$ cat src/rtl/color_picker_map.sv
// Registered colour-picker palette: cursor colour and per-pixel overlay colour, one-cycle latency.
// Optional build macro COLOR_PICKER_GRID_EN blanks cell-boundary pixels inside the palette.
module color_picker_map #(
  parameter int PIXLW    = 12,
  parameter int COLRW    = 4,
  parameter int CORDW    = 16,
  parameter int SIZE     = 128,
  parameter int CURSOR_R = 4
) (
  input  logic             clk,
  input  logic             rst,
  input  logic [CORDW-1:0] x,
  input  logic [CORDW-1:0] y,
  input  logic [CORDW-1:0] sx,
  input  logic [CORDW-1:0] sy,
  output logic [PIXLW-1:0] color,
  output logic [PIXLW-1:0] render
);

  localparam int L = $clog2(SIZE);
  localparam logic [CORDW-1:0] MAX_C = CORDW'(SIZE - 1);
  localparam logic signed [CORDW:0] ARM = (CORDW+1)'(CURSOR_R);

  // Interface: no valid/ready; a new coordinate set is accepted on every edge
  // and its results appear on color/render exactly one edge later.

  function automatic logic [PIXLW-1:0] palette(input logic [COLRW-1:0] u,
                                               input logic [COLRW-1:0] v);
    logic [COLRW:0] s;
    logic [COLRW:0] t;
    s = ({1'b0, u} + {1'b0, v}) >> 1;
    t = {1'b0, {COLRW{1'b1}}} - s;
    return {u, v, t[COLRW-1:0]};
  endfunction

  logic [CORDW-1:0]       xc, yc;
  logic signed [CORDW:0]  dx, dy, adx, ady;
  logic                   in_area, on_cross;
  logic [PIXLW-1:0]       pix;
  logic [PIXLW-1:0]       color_d, color_q;
  logic [PIXLW-1:0]       render_d, render_q;

  always_comb begin
    xc  = (x > MAX_C) ? MAX_C : x;
    yc  = (y > MAX_C) ? MAX_C : y;
    dx  = $signed({1'b0, sx}) - $signed({1'b0, xc});
    dy  = $signed({1'b0, sy}) - $signed({1'b0, yc});
    adx = (dx < 0) ? -dx : dx;
    ady = (dy < 0) ? -dy : dy;
    in_area  = (sx <= MAX_C) && (sy <= MAX_C);
    on_cross = ((sx == xc) && (ady <= ARM)) || ((sy == yc) && (adx <= ARM));
    pix      = palette(sx[L-1 -: COLRW], sy[L-1 -: COLRW]);
    color_d  = palette(xc[L-1 -: COLRW], yc[L-1 -: COLRW]);

    render_d = '0;
    if (!in_area) begin
      render_d = '0;
    end else if (on_cross) begin
      render_d = ~pix;
`ifdef COLOR_PICKER_GRID_EN
    end else if ((sx[L-COLRW-1:0] == '0) || (sy[L-COLRW-1:0] == '0)) begin
      render_d = '0;
`endif
    end else begin
      render_d = pix;
    end
  end

  always_ff @(posedge clk) begin
    if (!rst) begin
      color_q  <= '0;
      render_q <= '0;
    end else begin
      color_q  <= color_d;
      render_q <= render_d;
    end
  end

  assign color  = color_q;
  assign render = render_q;

endmodule

$ cat config.mk
export PLATFORM = sky130hd
export DESIGN_NAME = color_picker_map
export DESIGN_NICKNAME = d
export VERILOG_FILES = /design/src/rtl/color_picker_map.sv
export SDC_FILE = /design/constraint.sdc
export NUM_CORES = 1
export LEC_CHECK = 0
export ABC_AREA = 1
export BUFFER_PORTS_ARGS = -buffer_cell sky130_fd_sc_hd__buf_4
export CAP_MARGIN = 5
export CORE_MARGIN = 4
export CORE_UTILIZATION = 60
export DETAILED_ROUTE_END_ITERATION = 16
export PLACE_DENSITY = 0.84
export SYNTH_ARGS = -nofsm -noshare
export SYNTH_HDL_FRONTEND = slang
export SYNTH_SLANG_ARGS = --single-unit
$ cat constraint.sdc
create_clock -name clk -period 13.4 [get_ports clk]
set_input_delay 2.01 -clock clk [delete_from_list [all_inputs] [get_ports clk]]
set_output_delay 2.01 -clock clk [all_outputs]
set_load 0.02 [all_outputs]
### Word level (Yosys, flattened, before mapping)

Index checks and enable logic that the tools add are counted.

* eq/ne operators: 2
* $add $sub $neg: 8
* mux-type cells: 5
* reductions and logical operators: 5
* $lt $le $gt $ge: 8
* bitwise gates (word level): 1

Operators by type and width (count)
* 17-bit by 4-bit <= comparator with 1-bit output, second input constant: 2
* 17-bit by 1-bit < comparator with 1-bit output, second input constant: 2
* 17-bit 2-to-1 mux: 2
* 17-bit negator: 2
* 16-bit by 16-bit subtractor with 17-bit output: 2
* 16-bit equality test: 2
* 16-bit by 7-bit > comparator with 1-bit output, second input constant: 2
* 16-bit by 7-bit <= comparator with 1-bit output, second input constant: 2
* 16-bit 2-to-1 mux: 2
* 12-bit 2-to-1 mux: 1
* 12-bit NOT: 1
* 4-bit by 4-bit adder with 5-bit output: 2
* 4-bit subtractor, first input constant: 2
* 1-bit logical AND: 3
* 2-bit AND reduction: 1
* 1-bit logical OR: 1

* register bits after elaboration: 24
* logic and storage cells: 31
* output and inout bits: 24
* bits of input ports: 66

### Depth between registers and ports, before layout

* word-level depth: 9
* mapped depth: 32

### Least setup slack after synthesis

No wires, ideal clock.

* path type: in2reg
* start point: in x[7]
* end point: reg render_q[0] (netlist: render[0])
* data arrival time: 5.470 ns
* stages on the path: 23
* required time: 13.285 ns
* path buffers: 1
* slack: 7.815 ns
* path through: or2_1 > nor2_4 > nand2_1 > or2_2 > ha_1 > fa_1 > or2_2 > nand2_1 > nand3_1 > nand3b_1 > nor2_1 > nand2_1 > nor2_2 > nand3_2 > o21ai_2 > xor2_1 > and2_1 > nand3_1 > nand2_2 > nand2_4 > buf_6 > a21oi_1 > nor2_1

* word-level cells in the longest chain between the ends: 9
* elaborated cells between the ends (all ways): 12
* classes of those cells: add/sub (2); order compare (3); eq/ne (1); mux (3); reduce/logical (3)

RTL lines
* start: declaration: RTL line 12 `input logic [CORDW-1:0] x,`
* 16-bit by 7-bit > comparator with 1-bit output: RTL line 44 `xc = (x > MAX_C) ? MAX_C : x;`
* 16-bit 2-to-1 mux (*): RTL line 44
* 16-bit by 16-bit subtractor with 17-bit output: RTL line 46 `dx = $signed({1'b0, sx}) - $signed({1'b0, xc});`
* 17-bit negator / 17-bit by 1-bit < comparator with 1-bit output (equally long branches): RTL line 48 `adx = (dx < 0) ? -dx : dx;`
* 17-bit 2-to-1 mux: RTL line 48
* 17-bit by 4-bit <= comparator with 1-bit output: RTL line 51 `on_cross = ((sx == xc) && (ady <= ARM)) || ((sy == yc) && (adx <= ARM));`
* 1-bit logical AND: RTL line 51
* 1-bit logical OR (*): RTL line 51
* 12-bit 2-to-1 mux (*): RTL line 58 `end else if (on_cross) begin`
* end signal: assignment: RTL line 75 `render_q <= render_d;`
* end: declaration: RTL line 41 `logic [PIXLW-1:0] render_d, render_q;`

Every way passes the cells marked *; elsewhere a longest branch is shown, timed or not.
A chain may end at the register's enable or synchronous reset.

### Worst setup path after layout

* start point: in y[11]
* end point: reg render_q[3] (netlist: render[3])

* word-level cells in the longest chain between the ends: 9
* elaborated cells between the ends (all ways): 12
* classes of those cells: add/sub (2); order compare (3); eq/ne (1); mux (3); reduce/logical (3)

RTL lines
* start: declaration: RTL line 13 `input logic [CORDW-1:0] y,`
* 16-bit by 7-bit > comparator with 1-bit output: RTL line 45 `yc = (y > MAX_C) ? MAX_C : y;`
* 16-bit 2-to-1 mux (*): RTL line 45
* 16-bit by 16-bit subtractor with 17-bit output: RTL line 47 `dy = $signed({1'b0, sy}) - $signed({1'b0, yc});`
* 17-bit negator / 17-bit by 1-bit < comparator with 1-bit output (equally long branches): RTL line 49 `ady = (dy < 0) ? -dy : dy;`
* 17-bit 2-to-1 mux: RTL line 49
* 17-bit by 4-bit <= comparator with 1-bit output: RTL line 51
* 1-bit logical AND: RTL line 51
* 1-bit logical OR (*): RTL line 51
* 12-bit 2-to-1 mux (*): RTL line 58

Marked as above.

==> impl_metrics.json <==
{
  "setup_viol": 0,
  "critPathLaunchType": "primary input",
  "start_util": 0.6169,
  "slew_viol_final": 0,
  "period_share": 0.4406,
  "ys.flop_type": "dfxtp_1",
  "ios": 90,
  "path_common_cell": "nand2_1",
  "synthArstFlopShare": 0,
  "drt_iter0_markers": 278,
  "globalRoute.totalOverflow": 0,
  "critPathTopFamily": "simple AND/OR/NAND/NOR gates",
  "grt_max_degree": 20,
  "period_needed_ns": 5.903,
  "clockBufferDepth": 2,
  "fp.coreArea_um2": 6756,
  "worst-path-stages": 28,
  "synth_edf_count": 0,
  "rows": 30,
  "route.vias.total": 5182,
  "rsz0062_at_grt": "no",
  "arrival_ns": 6.11,
  "relSlewSlack": 0.2585,
  "route.detailed.drc": 0,
  "required_ns": 13.61,
  "post-synth-top-count-cell": "nand2_1",
  "path_buf_inv": 4,
  "outcome": "complete, no violations",
  "worst_pin_slew_ns": 1.103,
  "syn_area_um2": 4168,
  "ys_warn_count": 0,
  "gp_congestion": 0.8874,
  "post_cts_buffers": 0,
  "ctsResizeCount": 0,
  "cts_hold_buf": 0,
  "startpoint": "y[11]",
  "grt_first_pass_wirelength_um": 20160,
  "synth_seq_cells": 24,
  "io_buffers": 89,
  "final_cell_area_um2": 5027,
  "crit_fanout": 19,
  "drt-total-wl_um": 11810,
  "p_leak_uw": 0.002955,
  "antenna_found_initial": 0,
  "max-cap-violations": 0,
  "hpwl_um": 9945,
  "slowest_stage": "nand2_1",
  "cts_tree": "done",
  "cts_buffers": 3,
  "htree_levels": 1,
  "wl_per_cell_um": 12.34,
  "nets": 976,
  "syn2layout_area_growth_pct": 20.62,
  "viasPerCell": 5.415,
  "synth.top_cell.area_share": 0.2432,
  "endpoint_kind": "flip-flop",
  "fillers": 613,
  "root_buffer": "clkbuf_8",
  "die_h_um": 91.35,
  "synth_area_leaders": "nand2_1 24%, dfxtp_1 12%, nand3_1 11%",
  "path_clk_slew_ns": 0.09,
  "power_density_nw_per_um2": 56.95,
  "place_area_um2": 4956,
  "syn_avg_cell_area_um2": 5.392,
  "grt.total_usage": 0.2806,
  "drive_gt1_frac": 0.1494,
  "hold_path.class": "in -> reg",
  "peakVddDrop_v": 0.00004480,
  "synth_top_area_cell": "nand2_1",
  "synthTopCellsByCount": "270 x nand2_1, 110 x inv_1, 92 x nand3_1",
  "setup_tns_ns": 0,
  "die_area_um2": 8344,
  "yosysSeqAreaShare": 0.1153,
  "first_pass_iters": 8,
  "synth_cell_type_count": 41,
  "die_w_um": 91.35,
  "grt_pass1_vias": 4753,
  "postSynthCellCount": 773,
  "diodes": 0,
  "fmax_ghz": 0.1694,
  "endpoint": "render[3]",
  "critPathMaxStageDelay_ns": 0.46,
  "hold_viol": 0,
  "antenna_left": 0,
  "critPathKind": "in -> reg",
  "clock-sinks": 24
}
==> logic make-up after synthesis <==
logic type,after synthesis,synth area share
simple gates,526,0.5626
buf+inv,118,0.1129
compound gates,62,0.08586
fa+ha+maj,32,0.1015
flops,24,0.1153
xor+xnor,10,0.02102
other cells,1,0.0008998
==> where the power goes <==
part           internal [µW]  switching, µW  total (µW)
Clock                   39.9           23.3        63.3
Combinational           58.7           91.4         150
Sequential              72.6          0.360        72.9
==> flip-flops by register name, indices dropped and copies added, names as in the netlist <==
register,flops
color,12
render,12
==> worst min path at each step <==
| stage | endpoint | depth (start not counted) | start | slack (ns) |
|---|---|---|---|---|
| after global placement | color[5] | 3 | rst | 2.32 |
| final | color[4] | 3 | rst | 2.05 |
| after floorplan | render[10] | 3 | sx[5] | 2.22 |
| after global routing | color[4] | 3 | rst | 2.04 |
| after detailed placement | color[4] | 3 | rst | 2.32 |
| after CTS | color[4] | 3 | rst | 2.04 |
==> cell type report <==
cell class	instances	area, µm²	area share
multi-input cells	648	3287	0.6538
repair buffers	89	668.1	0.1329
flip-flops and latches	24	480.5	0.09557
inverters	112	420.4	0.08362
well taps	80	100.1	0.01991
clock buffers	3	41.29	0.008213
clock inverters	1	30.03	0.005973
==> per-layer routing <==
metal,vias to the layer above,wire [µm],global-route usage
met2,145,6199,0.5451
met3,27,537,0.03065
met4,0,221,0.07412
met5,-,0,0
li1,2676,-,-
met1,2334,4849,0.3201
==> placed cells by master, fill, tap and decap left out, drive strengths merged, types with 6 or more instances in the layout <==
cell / instances
nand2: 287
inv: 112
nand3: 96
nor2: 93
buf: 89
ha: 29
a21oi: 28
dfxtp: 24
nand4: 19
conb: 18
o21ai: 17
nand3b: 9
nor3: 8
xor2: 7
o21bai: 6
==> through the flow <==
step                      utilization  instances  hold slack (ns)  setup slack (ns)  power (µW)
after floorplan                     -        790            2.224             7.815       182.5
after global placement         0.7335        953            2.315             7.440       217.9
after detailed placement       0.7335        953            2.318             7.230       222.4
after CTS                      0.7441        957            2.043             7.488       284.5
after global routing           0.7441        957            2.039             7.032       310.9
final                          0.7441        957            2.049             7.497       286.3
==> tightest hold or removal path, delay by kind of cell <==
family        cells  cell delay, ns
buf+inv           2            0.19
simple gates      1            0.08
Power figures use the tool's default switching activity.
